$ cat src/rtl/sram_march_bist.sv
// March C- built-in self test initiator for one single-port SRAM macro port.
// One SRAM operation per clock; read data is compared one cycle after the read edge.
module sram_march_bist #(
    parameter int unsigned ADDR_WIDTH = 10,
    parameter int unsigned DATA_WIDTH = 8
) (
    input  logic                  clk,
    input  logic                  rst_n,
    input  logic                  start,
    input  logic [ADDR_WIDTH-1:0] last_addr,
    output logic                  busy,
    output logic                  done,
    output logic                  pass,
    output logic [7:0]            fail_count,
    output logic [ADDR_WIDTH-1:0] fail_addr,
    output logic [DATA_WIDTH-1:0] fail_exp,
    output logic [DATA_WIDTH-1:0] fail_act,
    output logic                  sram_cen,
    output logic                  sram_gwen,
    output logic [DATA_WIDTH-1:0] sram_wen,
    output logic [ADDR_WIDTH-1:0] sram_a,
    output logic [DATA_WIDTH-1:0] sram_d,
    input  logic [DATA_WIDTH-1:0] sram_q
);

    typedef enum logic [3:0] {
        StIdle, StM0, StM1, StM2, StM3, StM4, StM5, StCheck, StDone
    } state_e;

    state_e                state_q, state_d;
    logic [ADDR_WIDTH-1:0] addr_q, addr_d;
    logic [ADDR_WIDTH-1:0] last_q, last_d;
    logic                  sub_q, sub_d;
    logic                  accept;

    logic                  cmp_valid_q;
    logic [DATA_WIDTH-1:0] cmp_exp_q;
    logic [ADDR_WIDTH-1:0] cmp_addr_q;
    logic                  miscmp;

    logic [7:0]            fail_count_d;
    logic [ADDR_WIDTH-1:0] fail_addr_d;
    logic [DATA_WIDTH-1:0] fail_exp_d, fail_act_d;
    logic                  pass_d;

    function automatic logic op_active(state_e s);
        return (s == StM0) || (s == StM1) || (s == StM2) ||
               (s == StM3) || (s == StM4) || (s == StM5);
    endfunction

    // sub = 0 is the read half, sub = 1 the write half of a two-op element
    function automatic logic op_write(state_e s, logic sub);
        return (s == StM0) || (sub && ((s == StM1) || (s == StM2) || (s == StM3) || (s == StM4)));
    endfunction

    function automatic logic op_ones(state_e s, logic sub);
        return (sub && ((s == StM1) || (s == StM3))) || (!sub && ((s == StM2) || (s == StM4)));
    endfunction

    always_comb begin
        state_d = state_q;
        addr_d  = addr_q;
        sub_d   = sub_q;
        last_d  = last_q;
        accept  = 1'b0;
        unique case (state_q)
            StIdle, StDone: begin
                if (start) begin
                    accept  = 1'b1;
                    state_d = StM0;
                    addr_d  = '0;
                    sub_d   = 1'b0;
                    last_d  = last_addr;
                end
            end
            StM0: begin
                if (addr_q == last_q) begin
                    state_d = StM1;
                    addr_d  = '0;
                end else begin
                    addr_d = addr_q + 1'b1;
                end
            end
            StM1, StM2: begin
                sub_d = ~sub_q;
                if (sub_q) begin
                    if (addr_q == last_q) begin
                        if (state_q == StM1) begin
                            state_d = StM2;
                            addr_d  = '0;
                        end else begin
                            state_d = StM3;
                            addr_d  = last_q;
                        end
                    end else begin
                        addr_d = addr_q + 1'b1;
                    end
                end
            end
            StM3, StM4: begin
                sub_d = ~sub_q;
                if (sub_q) begin
                    if (addr_q == '0) begin
                        state_d = (state_q == StM3) ? StM4 : StM5;
                        addr_d  = last_q;
                    end else begin
                        addr_d = addr_q - 1'b1;
                    end
                end
            end
            StM5: begin
                if (addr_q == '0) begin
                    state_d = StCheck;
                end else begin
                    addr_d = addr_q - 1'b1;
                end
            end
            StCheck: state_d = StDone;
            default: state_d = StIdle;
        endcase
    end

    assign miscmp = cmp_valid_q && (sram_q != cmp_exp_q);

    always_comb begin
        fail_count_d = fail_count;
        fail_addr_d  = fail_addr;
        fail_exp_d   = fail_exp;
        fail_act_d   = fail_act;
        pass_d       = pass;
        if (accept) begin
            fail_count_d = '0;
            fail_addr_d  = '0;
            fail_exp_d   = '0;
            fail_act_d   = '0;
            pass_d       = 1'b0;
        end else if (miscmp) begin
            if (fail_count != 8'hFF) fail_count_d = fail_count + 8'd1;
            if (fail_count == 8'd0) begin
                fail_addr_d = cmp_addr_q;
                fail_exp_d  = cmp_exp_q;
                fail_act_d  = sram_q;
            end
        end
        // The last M5 read is compared during CHECK, so pass uses the updated count
        if (state_q == StCheck) pass_d = (fail_count_d == 8'd0);
    end

    always_ff @(posedge clk or negedge rst_n) begin
        if (!rst_n) begin
            state_q     <= StIdle;
            addr_q      <= '0;
            last_q      <= '0;
            sub_q       <= 1'b0;
            cmp_valid_q <= 1'b0;
            cmp_exp_q   <= '0;
            cmp_addr_q  <= '0;
            busy        <= 1'b0;
            done        <= 1'b0;
            pass        <= 1'b0;
            fail_count  <= '0;
            fail_addr   <= '0;
            fail_exp    <= '0;
            fail_act    <= '0;
            sram_cen    <= 1'b1;
            sram_gwen   <= 1'b1;
            sram_wen    <= '1;
            sram_a      <= '0;
            sram_d      <= '0;
        end else begin
            state_q     <= state_d;
            addr_q      <= addr_d;
            last_q      <= last_d;
            sub_q       <= sub_d;
            cmp_valid_q <= op_active(state_q) && !op_write(state_q, sub_q);
            cmp_exp_q   <= op_ones(state_q, sub_q) ? '1 : '0;
            cmp_addr_q  <= addr_q;
            busy        <= op_active(state_d) || (state_d == StCheck);
            done        <= (state_d == StDone);
            pass        <= pass_d;
            fail_count  <= fail_count_d;
            fail_addr   <= fail_addr_d;
            fail_exp    <= fail_exp_d;
            fail_act    <= fail_act_d;
            // SRAM pins carry the operation that state_d describes for the next cycle
            if (op_active(state_d)) begin
                sram_cen  <= 1'b0;
                sram_gwen <= !op_write(state_d, sub_d);
                sram_wen  <= op_write(state_d, sub_d) ? '0 : '1;
                sram_a    <= addr_d;
                if (op_write(state_d, sub_d)) sram_d <= op_ones(state_d, sub_d) ? '1 : '0;
            end else begin
                sram_cen  <= 1'b1;
                sram_gwen <= 1'b1;
                sram_wen  <= '1;
            end
        end
    end

endmodule

$ cat config.mk
export PLATFORM = sky130hd
export DESIGN_NAME = sram_march_bist
export DESIGN_NICKNAME = d
export VERILOG_FILES = /design/src/rtl/sram_march_bist.sv
export SDC_FILE = /design/constraint.sdc
export NUM_CORES = 1
export LEC_CHECK = 0
export ABC_CLOCK_PERIOD_IN_PS = 4200
export BUFFER_PORTS_ARGS = -buffer_cell sky130_fd_sc_hd__clkbuf_2
export CAP_MARGIN = 20
export CELL_PAD_IN_SITES_DETAIL_PLACEMENT = 0
export CELL_PAD_IN_SITES_GLOBAL_PLACEMENT = 1
export CORE_MARGIN = 8
export CORE_UTILIZATION = 43
export DETAILED_ROUTE_END_ITERATION = 10
export HOLD_SLACK_MARGIN = 0.03
export PLACE_DENSITY_LB_ADDON = 0.3
export SYNTH_ARGS = -nofsm -noshare
export SYNTH_HDL_FRONTEND = slang
export SYNTH_SLANG_ARGS = --single-unit
$ cat constraint.sdc
create_clock -name clk -period 4.2 [get_ports clk]
set_clock_uncertainty 0.15 [all_clocks]
set_input_delay 0 -clock clk [delete_from_list [all_inputs] [get_ports clk]]
set_output_delay 0 -clock clk [all_outputs]
set_load 0.01 [all_outputs]
==> results.ini, run 1 <==
[detailed_routing]
num_vias=4706
routedWlPerCell_um=19.5
dr.pass1.iters=5
first_iter_violations=370
viasPerCell=5.90
wl_um=15500
final_antenna_net_count=0
drc=0

[timing]
slew_headroom_pct=33.0
hold_viol=0
max_slew.worst_pin.slew_ps=1000
fin_crit_ps=3370
fmax_mhz=297
drv_slew=0
setup_viol=0
hold_ws_ps=45.1
rsz0062_at_grt=no
period_share_pct=80.2
finalSetupTns_ps=0

[yosys]
synth_area_per_cell_um2=8.89
synth_edf_count=0
synth_area_leaders=dfrtp_1 38%, mux2i_1 6.2%, nand2_1 5.2%
synthCells=581
yosysWarnings=0
synth_top_area_share_pct=37.8
ys_types=71
synth.ff_latch_count=80
synth_area_mm2=0.00517
synth_ff_type=dfrtp_1
yosysSeqAreaShare_pct=38.8
synth_top_cell_by_area=dfrtp_1
synth_nets=606
async_reset_ff_share_pct=100

[worst_setup_path]
startpoint_type=flip-flop
worstPathRequired_ps=4280
reg2reg_depth=9
critPathMaxFanout=14
criticalPathCategory=reg2reg
timing.rr.end=sram_a[8]
r2r-start=addr_q[0]
startpoint=addr_q[0]
rrSetupSlack_ps=830
end_kind=flip-flop
critPathArrivalTime_ps=3450

[cells_and_area]
regArea_mm2=0.00200
area_growth_syn_to_layout_pct=17.3
fillers=1120
fin_nets=671
multi_input_area_mm2=0.00274
drive_gt1_share_pct=21.2
antennaDiodeCount=0

[placement]
dp_hpwl_um=11000
place_congestion=0.923
io_buffers=85

[die]
start_util_pct=43.6
die_area_mm2=0.0158
rows=40
die_w_um=126
io_pins=86
fp.coreArea_mm2=0.0119
die_y_um=126

[pwr]
p_seq_share_pct=36.6
vdd_ir_drop_max_v=0.000275
switching_share_pct=43.6
p_int_mw=2.36
p_comb_share_pct=45.6
powerDensity_mw_per_mm2=689
clkPwrFrac_pct=17.8
p_leak_nw=2.66
p_sw_mw=1.82

[grt]
grt_max_degree=81
overflow=0
grt_pass1_vias=4534
track_usage_pct=19.6
antenna_found_initial=0
grt_pass1_wl_um=24900

[clock_network]
postCtsSetupRepairBufs=0
postCtsResizedCells=0
cts_root_buf=clkbuf_16
cts_tree=yes
cts_buffers=9
cts-hold-fix-buffers=20
cts_sinks=80
clock_latency_ps=340
ctsLongestPathBuffers=2
clkTransAtPathRegs_ps=60
htree_levels=3

[run_status]
status=finished, final reports clean

[hold_path]
hp-class=in2async

[run]
maxCapViolations=0

cells by family (layout without fill, tap and decap cells):
group / after synthesis / in the layout / synth area share (%)
flops: 80 / 80 / 38.8
compound gates: 125 / 125 / 18.6
mux: 36 / 36 / 7.07
fa+ha+maj: 4 / 4 / 0.969
xor+xnor: 25 / 25 / 4.24
buf+inv: 85 / 154 / 8.23
simple gates: 226 / 226 / 22.1
critical path, cell delays in order, from the launching register on:
cell and delay (ps):
dfrtp_1 540, inv_1 120, ha_1 330, nor4b_4 390, and3_1 440, a41oi_1 190, o211ai_1 200, o31a_1 390
inv_1 140, a221o_1 360
sequential cells by signal, indices dropped and copies added, names as in the netlist:
| signal | flops |
|---|---|
| sram_d | 1 |
| busy | 1 |
| sram_a | 10 |
| sram_wen | 1 |
| addr_q | 10 |
| sub_q | 1 |
| last_q | 10 |
| cmp_valid_q | 1 |
| fail_addr | 10 |
| done | 1 |
| cmp_exp_q | 1 |
| cmp_addr_q | 10 |
| state_q | 4 |
| sram_cen | 1 |
| pass | 1 |
| fail_count | 8 |
| fail_exp | 1 |
| fail_act | 8 |
synth_stat cells, types with 3 or more instances:
library cell	count
dfrtp_1	78
o221ai_1	7
inv_1	18
nor3_1	14
mux2i_1	32
a32oi_1	3
a21oi_1	20
nor4b_1	4
buf_4	24
a221o_1	11
nand3_1	24
o22ai_1	4
and3_1	4
a31oi_1	3
or3_1	7
o31ai_1	4
ha_1	4
a211oi_1	9
o211ai_1	9
xor2_1	4
a32o_1	3
a22oi_1	4
mux2_2	3
o21ai_0	17
xnor2_1	21
o41a_1	3
nand2b_1	9
nand4_1	8
nor2_1	54
nor4_1	6
buf_1	3
a211o_1	3
nand2_1	72
clkbuf_1	27
buf_2	13
metal layers:
layer	global-route usage, %	part of all wire, %	vias to the layer above
met5	0	0	-
met4	9.53	3.2	0
met3	4.35	6.6	35
met2	31.3	46	174
met1	24.6	44	2282
li1	-	-	2215
cell usage in the layout (no fill, tap or decap), types with 4 or more instances in the layout:
cell	instances
dfrtp_1	78
mux2i_1	32
o211ai_1	9
a22oi_1	4
o221ai_1	7
o22ai_1	4
xor2_1	4
nor3_1	14
or3_1	7
nand4_1	8
clkbuf_2	84
a221o_1	11
nand3_1	24
o31ai_1	4
inv_1	18
ha_1	4
clkbuf_16	9
and3_1	4
nand2_1	72
a21oi_1	20
o21ai_0	17
xnor2_1	21
nand2b_1	9
dlygate4sd3_1	20
nor4_1	6
buf_4	15
nor2_1	54
a211oi_1	9
power by group through the flow:
| stage | sequential, mW | combinational (mW) | clock, mW |
|---|---|---|---|
| after floorplan | 1.40 | 1.43 | 0 |
| after global placement | 1.53 | 1.85 | 0 |
| after detailed placement | 1.54 | 1.87 | 0 |
| after CTS | 1.52 | 1.90 | 0.768 |
| after global routing | 1.59 | 2.10 | 0.799 |
| final | 1.53 | 1.90 | 0.745 |
through the flow:
step	std cells	utilization, %	power [mW]	cell area (um^2)	setup WS [ps]
floorplan	581	-	2.83	5170	1120
global placement	760	46.6	3.38	5530	897
detailed placement	760	46.6	3.41	5530	868
CTS	795	50.7	4.19	6010	869
global route	797	51.1	4.49	6060	654
finish	797	51.1	4.18	6060	830
area by class of cell:
cell class	count	area share, %
repair buffers	121	12.9
multi-input cells	416	45.3
inverters	18	1.11
clock buffers	11	4.17
clock inverters	4	0.475
flip-flops and latches	80	33.1
well taps	147	3.03
how the worst max path moves through the flow:
| stage | depth (start not counted) | slack [ps] | to |
|---|---|---|---|
| 3_3_place_gp | 7 | 900 | sram_a[8] |
| 5_1_grt | 9 | 650 | sram_a[8] |
| 3_5_place_dp | 9 | 870 | sram_a[8] |
| 6_report | 9 | 830 | sram_a[8] |
| 2_1_floorplan | 12 | 1120 | sram_a[1] |
| 4_1_cts | 9 | 870 | sram_a[8] |
No activity file was read; power rests on OpenSTA's default activity.
==> inputs of run 2 (changes only) <==
Settings changed: ABC_CLOCK_PERIOD_IN_PS 4200 to 3550.
Clock period 4.2 ns to 3.55 ns, I/O delays scaled along.
==> results.ini, run 2 (synthesis gave the netlist of run 1 again) <==
[clock_network]
cts_tree=yes
ctsLongestPathBuffers=2  ; unchanged
cts_sinks=80  ; unchanged
cts_root_buf=clkbuf_16
postCtsSetupRepairBufs=0  ; unchanged
cts_buffers=9  ; unchanged
htree_levels=3  ; unchanged
clkTransAtPathRegs_ps=60  ; about the same
clock_latency_ps=350  ; about the same

[timing]
hold_ws_ps=227  ; +182 ps
setup_viol=0  ; unchanged
period_share_pct=89.0  ; +8.7 points
fin_crit_ps=3160  ; -212 ps
drv_slew=0  ; unchanged
slew_headroom_pct=51.2  ; +18 points
timing.final.ws_setup_ps=392  ; -438 ps
rsz0062_at_grt=no
fmax_mhz=317  ; +6.7%
hold_viol=0  ; unchanged
finalSetupTns_ps=0  ; unchanged
max_slew.worst_pin.slew_ps=729  ; -272 ps

[worst_setup_path]
crit_slowest_cell=o41a_1
worstPathCellList=inv_1 > ha_1 > or4b_1 > o41a_1 > a221o_1 > a211o_1 > a221o_1
critPathMaxFanout=9  ; -5
end_kind=flip-flop
critPathBufInv=1  ; -1
critPathArrivalTime_ps=3240  ; -210 ps
worstPathRequired_ps=3630  ; -650 ps
crit_path_max_incr_delay_ps=600  ; +60 ps
critPathTopFamily=compound AO/OA/AOI/OAI gates
cp_common_cell=a221o_1
criticalPathCategory=reg2reg
startpoint_type=flip-flop

[placement]
dp_cells=772  ; +1.6%
place_congestion=0.899  ; -2.6%
io_buffers=85  ; unchanged
place_ws_ps=479  ; -389 ps
postPlaceCellArea_mm2=0.00562  ; +1.6%
dp_hpwl_um=11300  ; +2.7%

[detailed_routing]
routedWlPerCell_um=19.7  ; +1.0%
first_iter_violations=394  ; +6.5%
drc=0  ; unchanged
final_antenna_net_count=0  ; unchanged
num_vias=4798  ; +2.0%
viasPerCell=5.92  ; +0.32%
wl_um=15900  ; +2.7%
dr.pass1.iters=4  ; -1

[grt]
met1_usage_pct=25.3  ; +0.70 points
grt_max_degree=81  ; unchanged
overflow=0  ; unchanged
antenna_found_initial=0  ; unchanged
track_usage_pct=20.1  ; +0.50 points
grt_pass1_vias=4705  ; +3.8%
use_met3_pct=4.60  ; +0.25 points
grt_pass1_wl_um=25400  ; +2.1%
use_met2_pct=31.7  ; +0.41 points
grt_most_used_layer=met2

[pwr]
powerDensity_mw_per_mm2=823  ; +20%
vdd_ir_drop_max_v=0.000391  ; +43%
p_leak_nw=2.73  ; +2.6%
power_mw=5.08  ; +22%

[cells_and_area]
multi_input_area_mm2=0.00274  ; unchanged
final_cells=810  ; +1.6%
area_growth_syn_to_layout_pct=19.5
final_area_mm2=0.00617  ; +1.8%
layout_common_cells=84 x clkbuf_2, 78 x dfrtp_1, 72 x nand2_1
drive_gt1_share_pct=22.5  ; +1.2 points
fin_nets=684  ; +1.9%
layout_commonest_cell=clkbuf_2
regArea_mm2=0.00200  ; unchanged
fillers=1090  ; -2.7%
antennaDiodeCount=0  ; unchanged
fin_util_pct=52.0  ; +0.94 points

[die]
fp.coreArea_mm2=0.0119  ; unchanged
start_util_pct=43.6  ; unchanged
rows=40  ; unchanged
die_y_um=126  ; unchanged
die_w_um=126  ; unchanged
die_area_mm2=0.0158  ; unchanged
io_pins=86  ; unchanged

[run]
maxCapViolations=0  ; unchanged

[run_status]
status=finished, final reports clean

[hold_path]
hp-class=in2reg

[run 2: cell type report]
cell class	count	share of cell area (%)
Multi-Input combinational cell	416	44.4
Sequential cell	80	32.5
Timing Repair Buffer	134	14.2
Clock buffer	11	3.93
Tap cell	147	2.98
Inverter	18	1.09
Clock inverter	4	0.892
[run 2: worst paths after layout]
kind	cells past startpoint	to	slack, ps	from
max	7	sram_a[4]	390	addr_q[0]
min	4	last_q[7]	230	last_addr[7]
max reg2reg	7	sram_a[4]	390	addr_q[0]
min reg2reg	2	fail_addr[9]	340	cmp_addr_q[9]
max in group asynchronous	4	sram_wen[6]	2090	rst_n
min in group asynchronous	3	fail_addr[1]	510	rst_n
[run 2: timing repair]
item / 4_1_cts / 5_1_grt
gates resized for setup: 0 / 0
hold buffers: 20 / 1
endpoints found under the hold margin: 98 / 24
[run 2: power breakdown]
group	internal, mW	switching [mW]
Sequential	1.29	0.444
Clock	0.562	0.378
Combinational	1.04	1.37
Total	2.89	2.19
[run 2: metal layers]
layer | wire, um | vias to the layer above
li1 | - | 2242
met1 | 7030 | 2325
met2 | 7240 | 197
met3 | 1110 | 34
met4 | 542 | 0
met5 | 0 | -
[run 2: worst min-delay path: stages]
cell and delay [ps]:
dlygate4sd3_1 520, clkbuf_2 90, nand2_1 40, nand2_1 40
==> inputs of run 3 (changes only) <==
Settings changed: CAP_MARGIN 20 to 0, CORE_MARGIN 8 to 2, RECOVER_POWER set to 25.
==> results.ini, run 3 (synthesis gave the netlist of run 1 again) <==
[pwr]
vdd_ir_drop_max_v=0.000303  ; -22%
p_leak_nw=2.55  ; -6.7%
powerDensity_mw_per_mm2=830  ; +0.74%

[worst_setup_path]
critPathTopFamily=buffers and inverters
timing.rr.end=sram_a[5]
worstPathCellList=clkbuf_1 > xnor2_1 > nand4_1 > nor3_2 > buf_4 > o211ai_1 > o31a_1 > buf_4 > o211ai_1
critPathBufInv=3  ; +2
r2r-start=addr_q[0]
reg2reg_depth=9  ; +2
cp.depth=9  ; +2
startpoint_type=flip-flop
crit_slowest_cell=clkbuf_1
critPathArrivalTime_ps=3250  ; about the same
critPathCapture=sram_a[5]
end_kind=flip-flop
rrSetupSlack_ps=410  ; about the same
critPathMaxFanout=13  ; +4
worstPathRequired_ps=3650  ; +20 ps
crit_path_max_incr_delay_ps=520  ; -80 ps
criticalPathCategory=reg2reg
startpoint=addr_q[0]

[grt]
grt_pass1_vias=4668  ; -0.79%
track_usage_pct=24.6  ; +4.5 points
grt_max_degree=81  ; unchanged
antenna_found_initial=0  ; unchanged
overflow=0  ; unchanged
grt_pass1_wl_um=24800  ; -2.5%

[run_status]
violations=max-capacitance violations, max-slew violations
status=complete, but fails checks

[timing]
hold_viol=0  ; unchanged
rsz0062_at_grt=no
timing.final.ws_setup_ps=405  ; +13.2 ps
max_slew.worst_pin.slew_ps=1950  ; +1220 ps
drv_slew=81  ; +81
fin_crit_ps=3140  ; -13.2 ps
period_share_pct=88.6  ; -0.37 points
setup_viol=0  ; unchanged
finalSetupTns_ps=0  ; unchanged
slew_headroom_pct=-30.0  ; -81 points
fmax_mhz=318  ; +0.42%

[clock_network]
cts_root_buf=clkbuf_16
htree_levels=3  ; unchanged
ctsLongestPathBuffers=2  ; unchanged
clock_latency_ps=340  ; about the same
postCtsSetupRepairBufs=0  ; unchanged
clkTransAtPathRegs_ps=60  ; about the same
cts_buffers=9  ; unchanged
cts_sinks=80  ; unchanged
cts_tree=yes

[detailed_routing]
dr.pass1.iters=5  ; +1
viasPerCell=5.97  ; +0.75%
drc=0  ; unchanged
wl_um=15400  ; -3.2%
routedWlPerCell_um=19.1  ; -3.1%
first_iter_violations=430  ; +9.1%
final_antenna_net_count=0  ; unchanged
num_vias=4828  ; +0.63%

[placement]
dp_hpwl_um=10800  ; -4.5%
place_congestion=0.913  ; +1.6%
io_buffers=85  ; unchanged
place_ws_ps=502  ; +22.9 ps

[die]
start_util_pct=43.6  ; unchanged
rows=40  ; unchanged
fp.coreArea_mm2=0.0119  ; unchanged
die_y_um=114  ; -9.6%
io_pins=86  ; unchanged
die_area_mm2=0.0129  ; -18%
die_w_um=114  ; -9.6%

[cells_and_area]
drive_gt1_share_pct=15.0  ; -7.5 points
fillers=1125  ; +3.2%
fin_nets=682  ; -0.29%
layout_commonest_cell=dfrtp_1
antennaDiodeCount=0  ; unchanged
layout_common_cells=78 x dfrtp_1, 72 x nand2_1, 54 x nor2_1
area_growth_syn_to_layout_pct=17.1

[hold_path]
hp-class=in2reg
hold_depth=4  ; unchanged

[run]
maxCapViolations=1  ; +1

[run 3: cell types whose count changed in the layout (fill, tap and decap cells not counted)]
cell	delta
clkbuf_8	-1
clkbuf_1	+50
clkbuf_2	-44
buf_16	-1
buf_4	-6
inv_6	+2
clkinv_2	+1
buf_8	-1
dlygate4sd3_1	-1
[run 3: worst min path at each step]
stage	start	to	slack, ps
6_report	last_addr[7]	last_q[7]	230
5_1_grt	last_addr[8]	last_q[8]	280
4_1_cts	last_addr[2]	last_q[2]	220
3_5_place_dp	last_addr[5]	last_q[5]	40
3_3_place_gp	last_addr[4]	last_q[4]	40
2_1_floorplan	rst_n	addr_q[0]	-450
[run 3: metal layers]
layer	vias to the layer above	wire, um	track usage, %
li1	2241	-	-
met1	2298	6800	32.8
met2	231	6920	39.0
met5	-	0	0
met4	0	627	11.5
met3	58	1070	4.52
[run 3: repair_timing]
action / 4_1_cts / 5_1_grt
resized for setup: 0 / 0
hold buffers: 20 / 0
endpoints found under the hold margin: 98 / 0
[run 3: layout make-up]
type	count	area (um^2)	share of cell area, %
repair buffers	132	749	12.4
flip-flops and latches	80	2000	33.1
well taps	147	184	3.04
multi-input cells	416	2740	45.3
clock buffers	9	225	3.72
clock inverters	7	77.6	1.28
inverters	18	67.6	1.12
[run 3: power by group]
group | switching (mW) | internal [mW] | total, mW
Clock | 0.390 | 0.550 | 0.940
Sequential | 0.446 | 1.29 | 1.73
Combinational | 1.38 | 0.970 | 2.35
[run 3: per-stage QoR]
step | cell area (um^2) | power (mW) | cells | utilization [%] | hold WS (ps)
4_1_cts | 6130 | 5.08 | 809 | 51.7 | 223
3_5_place_dp | 5630 | 4.10 | 773 | 47.5 | 44.6
6_report | 6050 | 5.02 | 809 | 51.0 | 235
5_1_grt | 6050 | 5.37 | 809 | 51.0 | 281
2_1_floorplan | 5170 | 3.35 | 581 | - | -446
3_3_place_gp | 5630 | 4.06 | 773 | 47.5 | 41.2
[run 3: worst reg2reg max path, stage by stage, from the launching register on]
cell	delay, ps
dfrtp_1	340
clkbuf_1	520
xnor2_1	210
nand4_1	250
nor3_2	330
buf_4	260
o211ai_1	150
o31a_1	460
buf_4	210
o211ai_1	180
